File: src/rtl/multicycle_main_control_if.sv
// Control bundle between the multicycle main control FSM and the datapath.
// IllegalInstr exists only when CTRL_ILLEGAL_TRAP_EN is defined.
interface multicycle_main_control_if;
    logic       Start;
    logic [6:0] Opcode;
    logic       Zero;
    logic       MemReady;
    logic [1:0] ALUOp;
    logic [1:0] ALUSrcA;
    logic [1:0] ALUSrcB;
    logic [1:0] ResultSrc;
    logic       AdrSrc;
    logic       MemReq;
    logic       IRWrite;
    logic       MemWrite;
    logic       RegWrite;
    logic       PCWrite;
    logic       InstrDone;
`ifdef CTRL_ILLEGAL_TRAP_EN
    logic       IllegalInstr;
`endif

    modport master (
        input  Start, Opcode, Zero, MemReady,
        output ALUOp, ALUSrcA, ALUSrcB, ResultSrc, AdrSrc, MemReq, IRWrite,
               MemWrite, RegWrite, PCWrite, InstrDone
`ifdef CTRL_ILLEGAL_TRAP_EN
        , output IllegalInstr
`endif
    );

    modport slave (
        output Start, Opcode, Zero, MemReady,
        input  ALUOp, ALUSrcA, ALUSrcB, ResultSrc, AdrSrc, MemReq, IRWrite,
               MemWrite, RegWrite, PCWrite, InstrDone
`ifdef CTRL_ILLEGAL_TRAP_EN
        , input IllegalInstr
`endif
    );
endinterface

File: src/rtl/multicycle_main_control.sv
// Multicycle RISC-V main control FSM with memory-ready stalls.
// Define CTRL_ILLEGAL_TRAP_EN to trap unknown opcodes instead of retiring them as NOPs.
module multicycle_main_control #(
    parameter bit RESET_STATE_FETCH = 1'b1
) (
    input logic                       clk,
    input logic                       rst_n,
    multicycle_main_control_if.master ctrl
);

    localparam logic [6:0] OpLoad   = 7'b0000011;
    localparam logic [6:0] OpStore  = 7'b0100011;
    localparam logic [6:0] OpRType  = 7'b0110011;
    localparam logic [6:0] OpIType  = 7'b0010011;
    localparam logic [6:0] OpBranch = 7'b1100011;
    localparam logic [6:0] OpJal    = 7'b1101111;

    typedef enum logic [3:0] {
        StIdle     = 4'd0,
        StFetch    = 4'd1,
        StDecode   = 4'd2,
        StMemAdr   = 4'd3,
        StMemRead  = 4'd4,
        StMemWrite = 4'd5,
        StMemWb    = 4'd6,
        StExecR    = 4'd7,
        StExecI    = 4'd8,
        StAluWb    = 4'd9,
        StBeq      = 4'd10,
        StJal      = 4'd11,
        StTrap     = 4'd12
    } state_e;

    localparam state_e ResetState = RESET_STATE_FETCH ? StFetch : StIdle;

    state_e r_state;
    state_e w_next;

    always_ff @(posedge clk or negedge rst_n) begin
        if (!rst_n) begin
            r_state <= ResetState;
        end else begin
            r_state <= w_next;
        end
    end

    always_comb begin
        w_next              = r_state;
        ctrl.ALUOp          = 2'b00;
        ctrl.ALUSrcA        = 2'b00;
        ctrl.ALUSrcB        = 2'b00;
        ctrl.ResultSrc      = 2'b00;
        ctrl.AdrSrc         = 1'b0;
        ctrl.MemReq         = 1'b0;
        ctrl.IRWrite        = 1'b0;
        ctrl.MemWrite       = 1'b0;
        ctrl.RegWrite       = 1'b0;
        ctrl.PCWrite        = 1'b0;
        ctrl.InstrDone      = 1'b0;
`ifdef CTRL_ILLEGAL_TRAP_EN
        ctrl.IllegalInstr   = 1'b0;
`endif

        case (r_state)
            StIdle: begin
                if (ctrl.Start) w_next = StFetch;
            end
            StFetch: begin
                ctrl.MemReq    = 1'b1;
                ctrl.ALUSrcB   = 2'b10;
                ctrl.ResultSrc = 2'b10;
                ctrl.IRWrite   = ctrl.MemReady;
                ctrl.PCWrite   = ctrl.MemReady;
                if (ctrl.MemReady) w_next = StDecode;
            end
            StDecode: begin
                // ALU computes the branch target from OldPC + imm while the opcode decodes
                ctrl.ALUSrcA = 2'b01;
                ctrl.ALUSrcB = 2'b01;
                case (ctrl.Opcode)
                    OpLoad, OpStore: w_next = StMemAdr;
                    OpRType:         w_next = StExecR;
                    OpIType:         w_next = StExecI;
                    OpBranch:        w_next = StBeq;
                    OpJal:           w_next = StJal;
                    default: begin
`ifdef CTRL_ILLEGAL_TRAP_EN
                        w_next = StTrap;
`else
                        w_next         = StFetch;
                        ctrl.InstrDone = 1'b1;
`endif
                    end
                endcase
            end
            StMemAdr: begin
                ctrl.ALUSrcA = 2'b10;
                ctrl.ALUSrcB = 2'b01;
                w_next       = (ctrl.Opcode == OpLoad) ? StMemRead : StMemWrite;
            end
            StMemRead: begin
                ctrl.MemReq = 1'b1;
                ctrl.AdrSrc = 1'b1;
                if (ctrl.MemReady) w_next = StMemWb;
            end
            StMemWrite: begin
                // Strobe stays up until the memory accepts the store
                ctrl.MemReq    = 1'b1;
                ctrl.AdrSrc    = 1'b1;
                ctrl.MemWrite  = 1'b1;
                ctrl.InstrDone = ctrl.MemReady;
                if (ctrl.MemReady) w_next = StFetch;
            end
            StMemWb: begin
                ctrl.ResultSrc = 2'b01;
                ctrl.RegWrite  = 1'b1;
                ctrl.InstrDone = 1'b1;
                w_next         = StFetch;
            end
            StExecR: begin
                ctrl.ALUSrcA = 2'b10;
                ctrl.ALUOp   = 2'b10;
                w_next       = StAluWb;
            end
            StExecI: begin
                ctrl.ALUSrcA = 2'b10;
                ctrl.ALUSrcB = 2'b01;
                ctrl.ALUOp   = 2'b11;
                w_next       = StAluWb;
            end
            StAluWb: begin
                ctrl.RegWrite  = 1'b1;
                ctrl.InstrDone = 1'b1;
                w_next         = StFetch;
            end
            StBeq: begin
                ctrl.ALUSrcA   = 2'b10;
                ctrl.ALUOp     = 2'b01;
                ctrl.PCWrite   = ctrl.Zero;
                ctrl.InstrDone = 1'b1;
                w_next         = StFetch;
            end
            StJal: begin
                // Link value PC+4 from OldPC + 4; PC takes the precomputed target
                ctrl.ALUSrcA = 2'b01;
                ctrl.ALUSrcB = 2'b10;
                ctrl.PCWrite = 1'b1;
                w_next       = StAluWb;
            end
`ifdef CTRL_ILLEGAL_TRAP_EN
            StTrap: begin
                ctrl.IllegalInstr = 1'b1;
                w_next            = StTrap;
            end
`endif
            default: begin
                w_next = StFetch;
            end
        endcase
    end

endmodule

File: src/flat_wrapper.sv
// flat-port wrapper written by rule: the top's interface ports become plain ports
module multicycle_main_control_flat 
#(
    parameter bit RESET_STATE_FETCH = 1'b1
)
  (clk, rst_n, ctrl_Start, ctrl_Opcode, ctrl_Zero, ctrl_MemReady, ctrl_ALUOp, ctrl_ALUSrcA, ctrl_ALUSrcB, ctrl_ResultSrc, ctrl_AdrSrc, ctrl_MemReq, ctrl_IRWrite, ctrl_MemWrite, ctrl_RegWrite, ctrl_PCWrite, ctrl_InstrDone);
  multicycle_main_control_if ctrl_i ();
  input logic clk;
  input logic rst_n;
  input wire logic [$bits(ctrl_i.Start)-1:0] ctrl_Start;
  input wire logic [$bits(ctrl_i.Opcode)-1:0] ctrl_Opcode;
  input wire logic [$bits(ctrl_i.Zero)-1:0] ctrl_Zero;
  input wire logic [$bits(ctrl_i.MemReady)-1:0] ctrl_MemReady;
  output wire logic [$bits(ctrl_i.ALUOp)-1:0] ctrl_ALUOp;
  output wire logic [$bits(ctrl_i.ALUSrcA)-1:0] ctrl_ALUSrcA;
  output wire logic [$bits(ctrl_i.ALUSrcB)-1:0] ctrl_ALUSrcB;
  output wire logic [$bits(ctrl_i.ResultSrc)-1:0] ctrl_ResultSrc;
  output wire logic [$bits(ctrl_i.AdrSrc)-1:0] ctrl_AdrSrc;
  output wire logic [$bits(ctrl_i.MemReq)-1:0] ctrl_MemReq;
  output wire logic [$bits(ctrl_i.IRWrite)-1:0] ctrl_IRWrite;
  output wire logic [$bits(ctrl_i.MemWrite)-1:0] ctrl_MemWrite;
  output wire logic [$bits(ctrl_i.RegWrite)-1:0] ctrl_RegWrite;
  output wire logic [$bits(ctrl_i.PCWrite)-1:0] ctrl_PCWrite;
  output wire logic [$bits(ctrl_i.InstrDone)-1:0] ctrl_InstrDone;
  assign ctrl_i.Start = ctrl_Start;
  assign ctrl_i.Opcode = ctrl_Opcode;
  assign ctrl_i.Zero = ctrl_Zero;
  assign ctrl_i.MemReady = ctrl_MemReady;
  assign ctrl_ALUOp = ctrl_i.ALUOp;
  assign ctrl_ALUSrcA = ctrl_i.ALUSrcA;
  assign ctrl_ALUSrcB = ctrl_i.ALUSrcB;
  assign ctrl_ResultSrc = ctrl_i.ResultSrc;
  assign ctrl_AdrSrc = ctrl_i.AdrSrc;
  assign ctrl_MemReq = ctrl_i.MemReq;
  assign ctrl_IRWrite = ctrl_i.IRWrite;
  assign ctrl_MemWrite = ctrl_i.MemWrite;
  assign ctrl_RegWrite = ctrl_i.RegWrite;
  assign ctrl_PCWrite = ctrl_i.PCWrite;
  assign ctrl_InstrDone = ctrl_i.InstrDone;
  multicycle_main_control #(.RESET_STATE_FETCH(RESET_STATE_FETCH)) u_core (.clk(clk), .rst_n(rst_n), .ctrl(ctrl_i));
endmodule
File: config.mk
export PLATFORM = sky130hd
export DESIGN_NAME = multicycle_main_control_flat
export DESIGN_NICKNAME = d
export VERILOG_FILES = /design/src/rtl/multicycle_main_control_if.sv /design/src/rtl/multicycle_main_control.sv /design/src/flat_wrapper.sv
export SDC_FILE = /design/constraint.sdc
export NUM_CORES = 1
export LEC_CHECK = 0
export CAP_MARGIN = 20
export CORE_MARGIN = 1
export CORE_UTILIZATION = 38
export CTS_CLUSTER_SIZE = 10
export DETAILED_ROUTE_END_ITERATION = 10
export GPL_ROUTABILITY_DRIVEN = 0
export GPL_TIMING_DRIVEN = 0
export PLACE_DENSITY = 0.85
export SLEW_MARGIN = 30
export SYNTH_ARGS = -nofsm -noshare
export SYNTH_HDL_FRONTEND = slang
export SYNTH_SLANG_ARGS = --single-unit
File: constraint.sdc
create_clock -name clk -period 1.7 [get_ports clk]
set_clock_uncertainty 0.15 [all_clocks]
set_input_delay 0.255 -clock clk [delete_from_list [all_inputs] [get_ports clk]]
set_output_delay 0.255 -clock clk [all_outputs]
set_load 0.01 [all_outputs]
# Word level (Yosys, flattened, before mapping)
# Index checks and enable logic that the tools add are counted.
dict set report totals {
  reg_bits 4
  input_bits 12
  out_inout_bits 15
  word_cells 54
}
dict set report op_classes {
  n_eq_ne 21
  mux 19
  n_reduce_logical 13
}
# op n
set ops {}
lappend ops {{4-bit one-hot mux with 7 select lines} 1}
lappend ops {{4-bit one-hot mux with 5 select lines} 1}
lappend ops {{4-bit by 3-bit equality test with 1-bit output, second input constant} 4}
lappend ops {{4-bit equality test, second input constant} 4}
lappend ops {{4-bit two-way mux} 4}
lappend ops {{7-bit by 6-bit equality test with 1-bit output, second input constant} 2}
lappend ops {{7-bit equality test, second input constant} 2}
lappend ops {{2-bit one-hot mux with 2 select lines} 3}
lappend ops {{3-bit OR reduction} 4}
lappend ops {{2-bit OR reduction} 5}
lappend ops {{4-bit by 2-bit equality test with 1-bit output, second input constant} 2}
lappend ops {{2-bit != test, second input constant} 4}
lappend ops {{7-bit by 2-bit equality test with 1-bit output, second input constant} 1}
lappend ops {{7-bit by 5-bit equality test with 1-bit output, second input constant} 1}
lappend ops {{1-bit two-way mux} 7}
lappend ops {{1-bit one-hot mux with 3 select lines} 2}
lappend ops {{2-bit one-hot mux with 3 select lines} 1}
lappend ops {{6-bit OR reduction} 1}
lappend ops {{4-bit by 1-bit equality test with 1-bit output, second input constant} 1}
lappend ops {{4-bit logical NOT} 1}
lappend ops {{4-bit AND reduction} 1}
lappend ops {{4-bit OR reduction} 1}

# Longest topological paths before layout
# Gate-level depths: netlist (run 1).
dict set report logic_depth {
  word_depth 4
  mapped_depth 5
  ltp_nobuf 4
}

# Least setup slack after synthesis (run 1)
# Ideal clock, no wire load.
dict set report synth_timing {
  path_kind {register to output}
  from {register u_core.r_state[0]}
  to {output port ctrl_ALUSrcB[1]}
  t_arrival_ns 1.393
  required_time_ns 1.295
  path_slack_ns -0.098
  stages_incl_launch_ff 4
  path_buffers 1
  cell_sequence {dfstp_2 clkbuf_1 inv_1 nor4_1}
}
dict set report synth_via {
  elab_chain_len 3
  elab_cells_between_ends 8
  cone_classes {eq/ne (5); mux (1); reduce/logical (2)}
}
# element line_no
set synth_rtl {}
lappend synth_rtl {{from (decl)} multicycle_main_control.sv:36} ;# state_e r_state;
lappend synth_rtl {{from (signal assigned)} multicycle_main_control.sv:41} ;# r_state <= ResetState;
lappend synth_rtl {{from (signal assigned)} multicycle_main_control.sv:43} ;# r_state <= w_next;
lappend synth_rtl {{4-bit by 2-bit equality test with 1-bit output (tied with other cells)} multicycle_main_control.sv:64} ;# case (r_state)
lappend synth_rtl {{3-bit OR reduction (no line) / 2-bit OR reduction (equally long branches)} -}
lappend synth_rtl {{2-bit one-hot mux with 2 select lines (*)} multicycle_main_control.sv:64}
lappend synth_rtl {{to (decl)} flat_wrapper.sv:16} ;# output wire logic [$bits(ctrl_i.ALUSrcB)-1:0] ctrl_ALUSrcB;
# Every way passes the cells marked *; elsewhere a longest branch is shown, timed or not.

# Worst setup path after layout (run 1)
dict set report layout_timing {
  from {input port ctrl_Opcode[4]}
  to {output port ctrl_InstrDone}
}
dict set report layout_via {
  elab_chain_len 4
  elab_cells_between_ends 9
  cone_classes {eq/ne (6); mux (2); reduce/logical (1)}
}
# element line_no
set layout_rtl {}
lappend layout_rtl {{from (decl)} flat_wrapper.sv:11} ;# input wire logic [$bits(ctrl_i.Opcode)-1:0] ctrl_Opcode;
lappend layout_rtl {{7-bit by 6-bit equality test with 1-bit output (tied with other cells)} multicycle_main_control.sv:80} ;# case (ctrl.Opcode)
lappend layout_rtl {{6-bit OR reduction (no line) (*)} -}
lappend layout_rtl {{1-bit two-way mux (*)} multicycle_main_control.sv:80}
lappend layout_rtl {{1-bit one-hot mux with 3 select lines (*)} multicycle_main_control.sv:64}
lappend layout_rtl {{to (decl)} flat_wrapper.sv:24} ;# output wire logic [$bits(ctrl_i.InstrDone)-1:0] ctrl_InstrDone;
# Marked as above.

==> results of run 1 <==
layout make-up:
cell class	count	area share [%]
multi-input cells	62	47.0
repair buffers	47	34.1
flip-flops and latches	4	9.23
plain buffers	4	4.95
clock buffers	4	2.36
well taps	15	1.69
inverters	2	0.676
worst max-delay path: stages:
cell and delay [ns]:
clkdlybuf4s50_1 0.47, nand3b_1 0.26, o31ai_2 0.31, o21ai_2 0.07
buf_2 0.13
worst max path at each step:
stage / end / slack (ns) / cells past startpoint
4_1_cts: ctrl_InstrDone / -0.21 / 5
5_1_grt: ctrl_InstrDone / -0.27 / 5
3_3_place_gp: ctrl_InstrDone / -0.63 / 6
3_5_place_dp: ctrl_InstrDone / -0.66 / 6
2_1_floorplan: ctrl_IRWrite / 0.07 / 3
6_report: ctrl_InstrDone / -0.21 / 5
cell families (layout without fill, tap and decap cells):
logic type	after synthesis	after routing
AO/OA/AOI/OAI	23	23
AND/OR/NAND/NOR	36	36
flip-flops	4	4
XOR/XNOR	3	3
buffers and inverters	6	57
cell usage in the layout (no fill, tap or decap), drive strengths merged, types with 3 or more instances in the layout:
master and count:
a211o 3, a21oi 6, buf 38, clkbuf 6, clkdlybuf4s50 10, dfrtp 3, nand2 6, nand2b 4
nor2 7, nor2b 5, o211ai 3, o21ai 4
metrics by stage:
step / TNS (ns) / instances / total power (uW) / utilization [%]
after detailed placement: -5.27 / 113 / 1150 / 62.6
after global routing: -2.14 / 138 / 1920 / 85.4
after floorplan: 0 / 72 / 743 / -
after global placement: -4.98 / 113 / 1140 / 62.6
final: -1.39 / 138 / 1810 / 85.4
after CTS: -1.10 / 131 / 1620 / 78.2
per-layer routing:
metal | vias to the layer above | GRT usage (%) | share of wire, %
met5 | - | 0 | 0
met4 | 0 | 12.1 | 3.2
met3 | 11 | 4.55 | 5.1
met2 | 42 | 49.6 | 51
met1 | 386 | 29.7 | 41
li1 | 371 | - | -
where the power goes:
group	leakage (uW)	total, uW	switching (uW)	internal [uW]
sequential	0.0000491	212	66.4	146
combinational	0.000448	1470	682	791
clock	0.0000150	128	39.8	88.1
repair_timing:
action,CTS,global route
hold buffers,0,0
hold endpoints to repair,0,0
setup buffers,14,8
endpoints found under the setup margin,15,18
pin swaps,14,8
gates resized for setup,90,16
==> flow_metrics.py, run 1 <==
metrics = {
    "outcome": {
        "status": "finished, violations left",
        "violations": "negative setup slack",
    },
    "sta": {
        "min_period_ns": 1.91,
        "holdWs_ns": 0.0622,
        "grt_setup_unrepaired": "true",
        "fin_crit_sh_pct": 112,
        "setup_slack_ns": -0.205,
        "final_hold_viol_count": 0,
        "slew_viol_final": 0,
        "fmax_mhz": 525,
        "max_slew_margin_pct": 76.4,
        "finalSetupViolations": 15,
        "tightest_slew_ns": 0.352,
    },
    "clock_network": {
        "numCtsBuffers": 3,
        "clk_latency_ns": 0.24,
        "htreeDepth": 1,
        "clk_pin_slew_ns": 0.04,
        "clock-sinks": 4,
        "tritoncts": "built",
        "clk_path_buf_depth": 2,
        "clockRootBuffer": "clkbuf_4",
    },
    "setup_path": {
        "rr_startpoint": "u_core.r_state[0]",
        "worstRegToRegCells": 6,
        "cp_max_fo": 4,
        "endpoint_kind": "output port",
        "worstSetupStartpointType": "primary input",
        "arrival_ns": 1.50,
        "rrSetupSlack_ns": -0.06,
        "cp.required_ns": 1.29,
        "r2r-end": "u_core.r_state[1]",
        "crit_type": "in -> out",
        "worstSetupStartpoint": "ctrl_Opcode[4]",
    },
    "die": {
        "row_count": 13,
        "core_region_area_um2": 1300,
        "ioPinCount": 27,
        "die-area_um2": 1540,
        "chipWidth_um": 39.3,
        "initial_utilization_pct": 40.6,
        "die_h_um": 39.3,
    },
    "global_routing": {
        "grt_pass1_wl_um": 2750,
        "grt_pass1_vias": 664,
        "grt_max_degree": 11,
        "grt-ovfl-total": 0,
        "grt_use_total_pct": 27.0,
        "antenna_found_initial": 0,
    },
    "flow_run": {
        "max_cap_violations": 0,
    },
    "yosys": {
        "yosysMostFrequentCell": "nor2_1",
        "ys_types": 33,
        "synthAdderAreaFrac_pct": 0,
        "synth_area_per_cell_um2": 7.33,
        "synth_top_family_by_area": "simple AND/OR/NAND/NOR gates",
        "synth_top_cell_by_area": "dfrtp_1",
        "synth.mux.area_fraction_pct": 0,
        "synthFlopType": "dfrtp_1",
        "synth-simple-area-share_pct": 42.7,
        "synth_area_leaders": "dfrtp_1 (14%), nor2b_1 (5.9%), a21oi_1 (5.7%), dfstp_2 (5.0%), nor2_1 (5.0%)",
        "synth_xor_area_share_pct": 4.98,
        "synth_top_cell_area_share_pct": 14.2,
        "synth-seq-area-share_pct": 19.2,
        "synth-edff-count": 0,
        "synthesis.nets": 84,
        "ys_seq_elements": 4,
        "synth_compound_area_share_pct": 28.7,
        "syn_area_um2": 528,
        "synth_warnings": 0,
        "async_flop_share_pct": 100,
        "syn_inst": 72,
        "synth_commonest_cells": "nor2_1 (7), a21oi_1 (6), nand2_1 (6)",
    },
    "detailed_routing": {
        "ant_nets": 0,
        "dr.first_iter.drc_count": 15,
        "drt_wl_total_um": 2240,
        "vias_per_cell": 5.87,
        "drc": 0,
        "wl_per_cell_um": 16.2,
        "dr.pass1.iters": 4,
        "vias": 810,
    },
    "place": {
        "io_buffers": 26,
        "place_ws_ns": -0.661,
        "dp_hpwl_um": 1070,
        "placed_cell_area_um2": 815,
    },
    "cells_and_area": {
        "nets": 136,
        "drive_above_1_share_pct": 55.3,
        "area.growth.synth_to_final_pct": 110,
        "reg_top3": "u_core.r_state: 4 flops",
        "num_antenna_cells": 0,
        "largest_reg_flops": 4,
        "stdcell_area_um2": 1110,
        "largest-register": "u_core.r_state",
        "multi_input_area_um2": 522,
        "final.fill_count": 74,
        "regArea_um2": 103,
    },
    "power": {
        "p_leak_uw": 0.000512,
        "power_density_nw_per_um2": 1630,
        "peakVddDrop_mv": 1.37,
    },
    "min_path": {
        "min_path_type": "in -> async",
    },
}
Note: power is estimated with default switching activity, not from simulation.
==> run 2, diff against run 1 <==
--- a/config.mk
+++ b/config.mk
@@ -6,8 +6,11 @@
 export NUM_CORES = 1
 export LEC_CHECK = 0
 export CAP_MARGIN = 20
+export CELL_PAD_IN_SITES_DETAIL_PLACEMENT = 1
+export CELL_PAD_IN_SITES_GLOBAL_PLACEMENT = 1
+export CORE_ASPECT_RATIO = 0.75
 export CORE_MARGIN = 1
-export CORE_UTILIZATION = 38
+export CORE_UTILIZATION = 26
 export CTS_CLUSTER_SIZE = 10
 export DETAILED_ROUTE_END_ITERATION = 10
 export GPL_ROUTABILITY_DRIVEN = 0
==> flow_metrics.py, run 2 (synthesis gave the netlist of run 1 again) <==
metrics = {
    "outcome": {
        "status": "finished, violations left",
        "violations": "negative setup slack",
    },
    "global_routing": {
        "grt-ovfl-total": 0,
        "grt_pass1_wl_um": 3900,
        "grt_use_total_pct": 26.4,
        "antenna_found_initial": 0,
        "grt_pass1_vias": 798,
        "grt_max_degree": 11,
    },
    "detailed_routing": {
        "vias": 902,
        "drt_wl_total_um": 3530,
        "vias_per_cell": 5.93,
        "dr.first_iter.drc_count": 20,
        "dr.pass1.iters": 4,
        "drc": 0,
        "wl_per_cell_um": 23.2,
        "ant_nets": 0,
    },
    "place": {
        "dp_hpwl_um": 1430,
        "io_buffers": 26,
        "place_ws_ns": -0.689,
    },
    "sta": {
        "holdWs_ns": 0.0663,
        "fin_crit_sh_pct": 113,
        "tns_ns": -2.03,
        "fmax_mhz": 520,
        "setup_slack_ns": -0.222,
        "max_slew_margin_pct": 72.3,
        "slew_viol_final": 0,
        "min_period_ns": 1.92,
        "grt_setup_unrepaired": "true",
        "finalSetupViolations": 18,
        "tightest_slew_ns": 0.414,
        "final_hold_viol_count": 0,
    },
    "cells_and_area": {
        "nets": 143,
        "area.growth.synth_to_final_pct": 138,
        "final_common_cell": "buf_4",
        "final_util_pct": 68.9,
        "num_antenna_cells": 0,
        "largest_reg_flops": 4,
        "final_cell_mix": "buf_4 (17), buf_6 (16), buf_2 (11)",
        "drive_above_1_share_pct": 64.6,
        "largest-register": "u_core.r_state",
        "reg_top3": "u_core.r_state: 4 flops",
    },
    "setup_path": {
        "cp.required_ns": 1.29,
        "cp_max_fo": 7,
        "endpoint_kind": "output port",
        "worstSetupStartpointType": "flop",
        "arrival_ns": 1.52,
        "crit_type": "reg -> out",
    },
    "clock_network": {
        "clk_latency_ns": 0.24,
        "tritoncts": "built",
        "postCtsHoldBufs": 0,
        "htreeDepth": 1,
        "clockRootBuffer": "clkbuf_4",
        "clock-sinks": 4,
        "clk_path_buf_depth": 2,
        "numCtsBuffers": 3,
        "clk_pin_slew_ns": 0.04,
    },
    "die": {
        "initial_utilization_pct": 29.0,
        "row_count": 13,
        "core_region_area_um2": 1820,
        "die_h_um": 41.0,
        "ioPinCount": 27,
        "chipWidth_um": 54.0,
        "die-area_um2": 2220,
    },
    "power": {
        "peakVddDrop_mv": 1.65,
        "power_density_nw_per_um2": 1740,
        "p_leak_uw": 0.000590,
    },
    "flow_run": {
        "max_cap_violations": 0,
    },
    "min_path": {
        "min_path_type": "in -> async",
    },
}
[run 2: changes by cell type in the layout (fill, tap and decap cells not counted), sizes merged]
cell / change
buf: +8
clkdlybuf4s50: -5
dlygate4sd2: +3
dlymetal6s2s: +2
clkbuf: -1
[run 2: layout make-up]
class	count	area, um^2
fillers	200	567
clock buffers	4	26.3
flip-flops and latches	4	104
plain buffers	4	55.1
multi-input cells	62	569
well taps	22	27.5
repair buffers	54	465
inverters	2	7.51
[run 2: layer usage]
layer / vias up / share of wire (%) / track usage, %
li1: 382 / - / -
met1: 451 / 43 / 31.6
met2: 58 / 48 / 46.3
met3: 11 / 6.8 / 2.96
met4: 0 / 2.5 / 16.7
met5: - / 0 / 0
[run 2: final timing paths]
kind	from	to	slack, ns	depth (start not counted)
max reg2reg	u_core.r_state[0]	u_core.r_state[0]	-0.05	6
max in group asynchronous	rst_n	u_core.r_state[0]	1.09	1
min reg2reg	u_core.r_state[3]	u_core.r_state[2]	0.58	2
min	rst_n	u_core.r_state[2]	0.07	1
min in group clk	ctrl_Opcode[6]	u_core.r_state[2]	0.39	4
max	u_core.r_state[0]	ctrl_ALUSrcA[0]	-0.22	4
[run 2: stage by stage]
step                      instances  power [uW]  instance area [um^2]
final                           152        2180                  1250
after floorplan                  72         743                   536
after global placement          120        1160                   823
after detailed placement        120        1190                   823
after CTS                       143        1660                  1060
after global routing            152        2290                  1250
[run 2: power by group]
group	switching [uW]	leakage [uW]	internal (uW)	total, uW
sequential	71.8	0.0000477	148	220
combinational	882	0.000527	947	1830
clock	40.4	0.0000150	88.2	129
total	994	0.000590	1180	2180
[run 2: what timing repair did]
action,in CTS,in global routing
pin swaps,11,17
buffers inserted,19,9
endpoints found under the setup margin,15,18
gates resized for setup,92,42
[run 2: critical path, stage by stage (launching register included)]
cell and delay (ns):
dfstp_2 0.63, buf_8 0.16, xnor2_2 0.12, and3_1 0.22
buf_2 0.15
==> run 3, diff against run 2 <==
--- a/config.mk
+++ b/config.mk
@@ -8,7 +8,6 @@
 export CAP_MARGIN = 20
 export CELL_PAD_IN_SITES_DETAIL_PLACEMENT = 1
 export CELL_PAD_IN_SITES_GLOBAL_PLACEMENT = 1
-export CORE_ASPECT_RATIO = 0.75
 export CORE_MARGIN = 1
 export CORE_UTILIZATION = 26
 export CTS_CLUSTER_SIZE = 10
==> flow_metrics.py, run 3 (synthesis gave the netlist of run 1 again) <==
metrics = {
    "setup_path": {
        "crit_type": "reg -> out",
        "endpoint_kind": "output port",
        "worstSetupStartpointType": "flop",
        "critical-path-top-delay-family": "compound AO/OA/AOI/OAI gates",
        "rr_startpoint": "u_core.r_state[2]",
        "cp_slowest_stage_delay_ns": 0.40,
        "cp_max_fo": 6,
        "path_cells": "buf_6 -> nor2b_4 -> a21oi_1 -> o22a_1 -> o21ai_2 -> buf_2",
        "critPathSlowestCell": "dfrtp_1",
        "r2r-end": "u_core.r_state[0]",
        "arrival_ns": 1.49,
        "crit_buf_inv": 2,
        "rrSetupSlack_ns": -0.10,
        "cp.required_ns": 1.29,
        "worstRegToRegCells": 5,
    },
    "die": {
        "die_h_um": 47.1,
        "core_region_area_um2": 1820,
        "die-area_um2": 2220,
        "row_count": 15,
        "chipWidth_um": 47.1,
        "initial_utilization_pct": 29.0,
        "ioPinCount": 27,
    },
    "clock_network": {
        "tritoncts": "built",
        "clock-sinks": 4,
        "clockRootBuffer": "clkbuf_4",
        "postCtsHoldBufs": 0,
        "clk_path_buf_depth": 2,
        "clk_latency_ns": 0.23,
        "htreeDepth": 1,
        "numCtsBuffers": 3,
        "clk_pin_slew_ns": 0.04,
    },
    "global_routing": {
        "grt_pass1_vias": 863,
        "met1_usage_pct": 27.7,
        "met2_usage_pct": 52.2,
        "met3_usage_pct": 5.00,
        "antenna_found_initial": 0,
        "grt_max_degree": 11,
        "grt_pass1_wl_um": 4080,
        "grt-ovfl-total": 0,
        "top_usage_layer": "met2",
        "grt_use_total_pct": 26.9,
    },
    "power": {
        "intPower_uw": 1090,
        "p_leak_uw": 0.000538,
        "clkPwrFrac_pct": 6.4,
        "pwr-share-comb_pct": 83.5,
        "power_density_nw_per_um2": 1660,
        "peakVddDrop_mv": 1.15,
        "total_power_uw": 2030,
        "seq_power_share_pct": 10.2,
        "switchingPower_uw": 945,
        "switching_share_pct": 46.5,
    },
    "cells_and_area": {
        "final_cell_mix": "buf_4 (14), buf_6 (12), buf_2 (11)",
        "final_util_pct": 67.4,
        "area.growth.synth_to_final_pct": 132,
        "num_antenna_cells": 0,
        "nets": 136,
        "final.fill_count": 200,
        "final_common_cell": "buf_4",
        "largest_reg_flops": 4,
        "drive_above_1_share_pct": 65.9,
        "largest-register": "u_core.r_state",
        "reg_top3": "u_core.r_state: 4 flops",
        "fin_cells": 148,
    },
    "place": {
        "dp_hpwl_um": 1420,
        "place_inst": 123,
        "io_buffers": 26,
    },
    "sta": {
        "tns_ns": -1.35,
        "fin_crit_sh_pct": 111,
        "slew_viol_final": 0,
        "finalSetupViolations": 15,
        "final_hold_viol_count": 0,
        "max_slew_margin_pct": 77.8,
        "min_period_ns": 1.89,
        "grt_setup_unrepaired": "true",
        "tightest_slew_ns": 0.331,
        "setup_slack_ns": -0.193,
        "fmax_mhz": 528,
    },
    "detailed_routing": {
        "ant_nets": 0,
        "dr.first_iter.drc_count": 7,
        "drt_wl_total_um": 3030,
        "vias": 816,
        "dr.pass1.iters": 4,
        "wl_per_cell_um": 20.5,
        "vias_per_cell": 5.51,
        "drc": 0,
    },
    "min_path": {
        "min_path_type": "in -> async",
    },
    "flow_run": {
        "max_cap_violations": 0,
    },
    "outcome": {
        "status": "finished, violations left",
        "violations": "negative setup slack",
    },
}
-- run 3: cell types whose count changed in the layout (fill, tap and decap cells not counted), moves of 3 or more --
| cell | delta |
|---|---|
| nand2_1 | -3 |
| buf_4 | -3 |
| dlymetal6s2s_1 | -3 |
| buf_6 | -4 |
-- run 3: timing repair --
| action | in CTS | in global routing |
|---|---|---|
| setup endpoints to repair | 15 | 18 |
| setup buffers | 15 | 7 |
| gates resized for setup | 105 | 32 |
| pin swaps | 18 | 10 |
-- run 3: worst max-delay path by stage --
stage	from	slack [ns]	to	cells past startpoint
finish	u_core.r_state[2]	-0.19	ctrl_InstrDone	6
floorplan	u_core.r_state[0]	0.07	ctrl_IRWrite	3
detailed placement	ctrl_Opcode[2]	-0.71	ctrl_InstrDone	6
CTS	u_core.r_state[1]	-0.16	ctrl_InstrDone	5
global route	u_core.r_state[2]	-0.23	ctrl_InstrDone	6
global placement	ctrl_Opcode[2]	-0.65	ctrl_InstrDone	6
-- run 3: final cells by class --
| type | instances | area, um^2 | share of cell area [%] |
|---|---|---|---|
| Sequential cell | 4 | 103 | 8.36 |
| Clock buffer | 4 | 26.3 | 2.14 |
| Buffer | 3 | 40.0 | 3.26 |
| Multi-Input combinational cell | 62 | 601 | 48.9 |
| Inverter | 2 | 17.5 | 1.43 |
| Tap cell | 25 | 31.3 | 2.55 |
| Timing Repair Buffer | 48 | 409 | 33.3 |
-- run 3: metrics by stage --
| stage | area, um^2 | hold WS (ns) | setup WS [ns] |
|---|---|---|---|
| after global routing | 1230 | 0.0877 | -0.226 |
| after global placement | 827 | 0.311 | -0.650 |
| after CTS | 1080 | 0.0677 | -0.163 |
| after detailed placement | 827 | 0.319 | -0.706 |
| final | 1230 | 0.0865 | -0.193 |
| after floorplan | 536 | -0.191 | 0.0674 |
-- run 3: power by group through the flow --
| stage | Sequential, uW | Combinational (uW) | Clock, uW |
|---|---|---|---|
| floorplan | 180 | 563 | 0 |
| global placement | 187 | 971 | 0 |
| detailed placement | 189 | 993 | 0 |
| CTS | 190 | 1360 | 133 |
| global route | 212 | 1790 | 142 |
| finish | 207 | 1700 | 129 |
-- run 3: layer usage --
layer  vias to the layer above  share of wire, %  wire length, um
met1                       389                40             1210
met4                         0               4.7              142
li1                        368                 -                -
met2                        43                51             1560
met3                        16               4.2              126
met5                         -                 0                0
